--- config.mk ---
export PLATFORM = sky130hd
export DESIGN_NAME = servio_wmux
export DESIGN_NICKNAME = d
export VERILOG_FILES = /design/src/rtl/servio_wmux.sv
export SDC_FILE = /design/constraint.sdc
export NUM_CORES = 1
export LEC_CHECK = 0
export ABC_AREA = 1
export CAP_MARGIN = 5
export CORE_AREA = 2 2 125 127
export CTS_CLUSTER_DIAMETER = 60
export DETAILED_ROUTE_END_ITERATION = 6
export DIE_AREA = 0 0 127 129
export PLACE_DENSITY = 0.7
export SLEW_MARGIN = 5
export SYNTH_ARGS = -nofsm -noshare
export SYNTH_HDL_FRONTEND = slang
export SYNTH_SLANG_ARGS = --single-unit
--- constraint.sdc ---
create_clock -name clk -period 4.4 [get_ports clk]
set_input_delay 1.1 -clock clk [delete_from_list [all_inputs] [get_ports clk]]
set_output_delay 1.1 -clock clk [all_outputs]
set_load 0.05 [all_outputs]
--- src/rtl/servio_wmux.sv ---
// servio_wmux: four Wishbone write ports time-sliced onto one byte-wide
// Avalon-MM write master. Slot stream: [5:4]==0 active, [3:2] port, [1:0] lane.
// A store is captured on its port's lane-0 slot and then streamed out as one
// byte per lane. The ack is returned together with the lane-3 byte.
module servio_wmux #(
  parameter  int DATA_DEPTH = 1024,
  localparam int AW         = $clog2(DATA_DEPTH)
) (
  input  logic          clk,
  input  logic          reset,
  input  logic [31:0]   wb_s0_adr,
  input  logic [31:0]   wb_s0_dat,
  input  logic [3:0]    wb_s0_sel,
  input  logic          wb_s0_we,
  input  logic          wb_s0_cyc,
  output logic          wb_s0_ack,
  input  logic [31:0]   wb_s1_adr,
  input  logic [31:0]   wb_s1_dat,
  input  logic [3:0]    wb_s1_sel,
  input  logic          wb_s1_we,
  input  logic          wb_s1_cyc,
  output logic          wb_s1_ack,
  input  logic [31:0]   wb_s2_adr,
  input  logic [31:0]   wb_s2_dat,
  input  logic [3:0]    wb_s2_sel,
  input  logic          wb_s2_we,
  input  logic          wb_s2_cyc,
  output logic          wb_s2_ack,
  input  logic [31:0]   wb_s3_adr,
  input  logic [31:0]   wb_s3_dat,
  input  logic [3:0]    wb_s3_sel,
  input  logic          wb_s3_we,
  input  logic          wb_s3_cyc,
  output logic          wb_s3_ack,
  output logic [AW-1:0] avm_s4_address,
  output logic          avm_s4_write,
  output logic [7:0]    avm_s4_writedata,
  input  logic [5:0]    asi_cyc_data,
  input  logic          asi_cyc_valid,
  output logic [5:0]    aso_cyc_data,
  output logic          aso_cyc_valid
);

  // Store being streamed out. lane is the last lane issued for it.
  typedef struct packed {
    logic          busy;
    logic [1:0]    port;
    logic [1:0]    lane;
    logic [AW-3:0] adr;
    logic [31:0]   dat;
    logic [3:0]    sel;
  } hold_t;

  hold_t hold;

  logic [3:0][31:0] req_adr, req_dat;
  logic [3:0][3:0]  req_sel;
  logic [3:0]       req_we, req_cyc;
  logic [3:0]       ack_q;

  assign req_adr = {wb_s3_adr, wb_s2_adr, wb_s1_adr, wb_s0_adr};
  assign req_dat = {wb_s3_dat, wb_s2_dat, wb_s1_dat, wb_s0_dat};
  assign req_sel = {wb_s3_sel, wb_s2_sel, wb_s1_sel, wb_s0_sel};
  assign req_we  = {wb_s3_we,  wb_s2_we,  wb_s1_we,  wb_s0_we};
  assign req_cyc = {wb_s3_cyc, wb_s2_cyc, wb_s1_cyc, wb_s0_cyc};

  assign wb_s0_ack = ack_q[0];
  assign wb_s1_ack = ack_q[1];
  assign wb_s2_ack = ack_q[2];
  assign wb_s3_ack = ack_q[3];

  // Address bits above the memory and the byte offset are not needed.
  logic [3:0] unused_adr;
  for (genvar i = 0; i < 4; i++) begin : g_unused
    assign unused_adr[i] = ^{req_adr[i][31:AW], req_adr[i][1:0]};
  end

  logic          slot_act;
  logic [1:0]    slot_p, slot_k;
  logic          start, cont;
  logic          issue_wr;
  logic [AW-1:0] issue_adr;
  logic [7:0]    issue_dat;

  assign slot_act = asi_cyc_valid && (asi_cyc_data[5:4] == 2'd0);
  assign slot_p   = asi_cyc_data[3:2];
  assign slot_k   = asi_cyc_data[1:0];

  // Slot decode: start a new store on lane 0, or continue the held one when
  // the slot is exactly the next lane of the same port and cyc is still up.
  always_comb begin
    start     = slot_act && (slot_k == 2'd0) && req_cyc[slot_p] && req_we[slot_p];
    cont      = hold.busy && slot_act && (slot_k != 2'd0) && (slot_p == hold.port)
                && (slot_k == hold.lane + 2'd1) && req_cyc[slot_p];
    issue_wr  = 1'b0;
    issue_adr = {hold.adr, slot_k};
    issue_dat = hold.dat[{slot_k, 3'b000} +: 8];
    if (start) begin
      issue_wr  = req_sel[slot_p][0];
      issue_adr = {req_adr[slot_p][AW-1:2], 2'd0};
      issue_dat = req_dat[slot_p][7:0];
    end else if (cont) begin
      issue_wr  = hold.sel[slot_k];
    end
  end

  // Hold state, registered Avalon/ack outputs and the slot-stream delay.
  // Any slot that neither starts nor continues a store aborts it silently.
  always_ff @(posedge clk) begin
    if (!reset) begin
      hold             <= '0;
      ack_q            <= '0;
      avm_s4_write     <= 1'b0;
      avm_s4_address   <= '0;
      avm_s4_writedata <= '0;
      aso_cyc_data     <= '0;
      aso_cyc_valid    <= 1'b0;
    end else begin
      aso_cyc_data  <= asi_cyc_data;
      aso_cyc_valid <= asi_cyc_valid;
      avm_s4_write  <= issue_wr;
      ack_q         <= '0;
      if (issue_wr) begin
        avm_s4_address   <= issue_adr;
        avm_s4_writedata <= issue_dat;
      end
      if (start) begin
        hold.busy <= 1'b1;
        hold.port <= slot_p;
        hold.lane <= 2'd0;
        hold.adr  <= req_adr[slot_p][AW-1:2];
        hold.dat  <= req_dat[slot_p];
        hold.sel  <= req_sel[slot_p];
      end else if (cont) begin
        hold.lane <= slot_k;
        if (slot_k == 2'd3) begin
          hold.busy     <= 1'b0;
          ack_q[slot_p] <= 1'b1;
        end
      end else begin
        hold.busy <= 1'b0;
      end
    end
  end

endmodule

==> flow_summary.ini <==
[cts]
clock-sinks = 79
cts_buffer_depth = 2
clock_latency_ps = 350
root_buffer = clkbuf_16
hold_buffers = 0
path_clk_slew_ps = 70
postCtsSetupBuffers = 0
cts-resized-gates = 0
tritoncts = built
cts_max_level = 3
cts_buffers = 9

[synthesis]
syn-num-nets = 1005
yosys.area.top_type = dfxtp_1
synth_area_mm2 = 0.004437
ys.warnings.count = 0
synthTopCellsByArea = dfxtp_1 36%, nand2_1 21%, nor2_1 8.2%, nand3_1 6.3%, a22oi_1 5.6%
postSynthAreaPerCell_um2 = 6.197
synth.top_cell.area_share_pct = 35.65
ys_seq_area_share_pct = 35.65
synthCells = 716
synth_seq_cells = 79
synthDistinctLibCells = 25

[pwr]
internal-power_mw = 1.390
power_density_mw_per_mm2 = 268.2
pwr-share-clk_pct = 42.3
p_leak_nw = 2.974
seq_power_share_pct = 38.1
p_comb_share_pct = 19.6
switching_share_pct = 26.88
power.switching_mw = 0.5110
irDropWorstVdd_v = 0.0002594

[cells_and_area]
fillers = 1570
fin_cells = 1109
diodes = 0
multiInputGateArea_mm2 = 0.002461
layout_commonest_cell = nand2_1
nNetsFinal = 1205
syn_to_final_growth_pct = 59.76
seqCellArea_mm2 = 0.001582
stdcell_area_mm2 = 0.007088
drive_gt1_share_pct = 4.777
mostFrequentLayoutCells = 253 x nand2_1, 221 x clkdlybuf4s50_1, 97 x nor2_1

[route]
routed_wl_mm = 15.73
vias_per_cell = 4.704
dr.pass1.iters = 5
ant_nets = 0
routed-via-count = 5217
drt_iter0_drc = 352
wl_per_cell_um = 14.18
drc_errors = 0

[die]
pin_count = 319
core_area_mm2 = 0.01498
die-area_mm2 = 0.01638
fp.dieH_um = 129
die_x_um = 127
rows = 45
start_util_pct = 29.62

[timing]
fmax_mhz = 285.2
rsz0062_at_grt = no
fin_setup_tns_ps = 0
final_max_slew_viol_count = 0
hold_violations = 0
relSlewSlack_pct = 52.55
fin_skew_ps = 8.775
tightest_slew_ps = 711.0
finalCriticalPeriod_ps = 3506
setup_viol = 0
timing.final.crit_share_pct = 79.69

[global_routing]
grt_pass1_wl_mm = 24.90
grt_start_max_net_pins = 52
grt_antenna_before_repair = 0
grt_overflow = 0
grt_pass1_vias = 5018
grt_usage_pct = 19.15

[status]
outcome = complete, no violations

[setup_path]
r2r_start = hold[48]$_SDFFE_PN0P_
path_max_fanout = 15
cp-end-kind = flip-flop
rr_endpoint = avm_s4_address[7]$_SDFFE_PN0P_
cp.required_ps = 4640
crit_arrival_ps = 3750
r2r_cells = 11
crit_type = input pin to flip-flop
start_kind = input pin
timing.reg2reg.setup_slack_ps = 2570

[min_path]
hold_depth = 2
min_from = hold[14]$_SDFFE_PN0P_
min_to = hold[14]$_SDFFE_PN0P_
hp-class = flip-flop to flip-flop

[run]
maxCapViolations = 0

[placed_design]
hpwlAfterDp_mm = 12.17
port_buffers = 222
place_congestion = 0.8963
placed_area_mm2 = 0.006765
place_inst = 1093
-- through the flow --
step / hold WS, ps / util (%) / setup slack (ps) / total power, mW
2_1_floorplan: 424.7 / - / 1933 / 0.8912
3_3_place_gp: 444.8 / 45.17 / 527.1 / 1.115
3_5_place_dp: 448.2 / 45.17 / 524.7 / 1.118
4_1_cts: 463.5 / 47.33 / 886.1 / 1.916
5_1_grt: 476.6 / 47.33 / 666.0 / 1.986
6_report: 458.1 / 47.33 / 893.5 / 1.901
-- synthesized netlist by cell type, drive strengths merged --
library cell	count
inv	50
o22ai	2
nand3b	7
nand2	254
o2111ai	3
nor3	3
clkbuf	17
o21ai	46
nand4	6
a21oi	26
nor2	104
nand3	58
a211oi	1
a22oi	33
dfxtp	79
buf	27
-- logic make-up after synthesis --
| logic type | after synthesis | share of synthesized area [%] |
|---|---|---|
| flops | 79 | 35.65 |
| buf+inv | 94 | 8.996 |
| simple gates | 432 | 40.61 |
| compound gates | 111 | 14.75 |
-- power by group through the flow --
stage | registers, mW | clock network [mW] | logic (mW)
6_report | 0.725 | 0.803 | 0.373
5_1_grt | 0.725 | 0.850 | 0.411
4_1_cts | 0.725 | 0.814 | 0.377
3_5_place_dp | 0.741 | 0 | 0.376
3_3_place_gp | 0.741 | 0 | 0.374
2_1_floorplan | 0.755 | 0 | 0.136
-- per-layer routing --
layer  share of wire, %  up-vias  wire (um)  track usage [%]
met5                  0        -          0                0
met4                1.5        0        239            3.426
met2                 48      220       7537            34.82
met1                 43     2277       6807            23.25
li1                   -     2700          -                -
met3                7.3       20       1146            4.657
-- critical path: stages --
cell	delay [ps]
clkdlybuf4s50_1	750
inv_2	260
nor2_4	70
nand2_1	60
nand2_1	80
nor2_4	310
nand3_2	310
nand2_1	380
buf_4	240
nand2_1	70
nand2_1	60
nor2_1	40
-- state kept, by name, indices dropped and copies added, names as in the netlist --
name              flops
hold                 49
avm_s4_address       10
avm_s4_writedata      8
aso_cyc_data          6
ack_q                 4
aso_cyc_valid         1
avm_s4_write          1
-- area by class of cell --
cell class	instances	share of cell area (%)
well taps	188	3.319
repair buffers	233	32.44
inverters	50	2.648
clock buffers	9	3.177
multi-input cells	543	34.72
clock inverters	7	1.377
flip-flops and latches	79	22.31
-- worst max path at each step --
stage / startpoint / to / slack, ps / cells past startpoint
3_5_place_dp: asi_cyc_data[3] / avm_s4_address[7]$_SDFFE_PN0P_ / 520 / 12
2_1_floorplan: asi_cyc_data[1] / avm_s4_address[1]$_SDFFE_PN0P_ / 1930 / 12
6_report: asi_cyc_data[3] / avm_s4_address[7]$_SDFFE_PN0P_ / 890 / 12
5_1_grt: asi_cyc_data[3] / avm_s4_address[8]$_SDFFE_PN0P_ / 670 / 12
3_3_place_gp: asi_cyc_data[3] / avm_s4_address[2]$_SDFFE_PN0P_ / 530 / 12
4_1_cts: asi_cyc_data[3] / avm_s4_address[7]$_SDFFE_PN0P_ / 890 / 12
(Power assumes the default switching activity.)
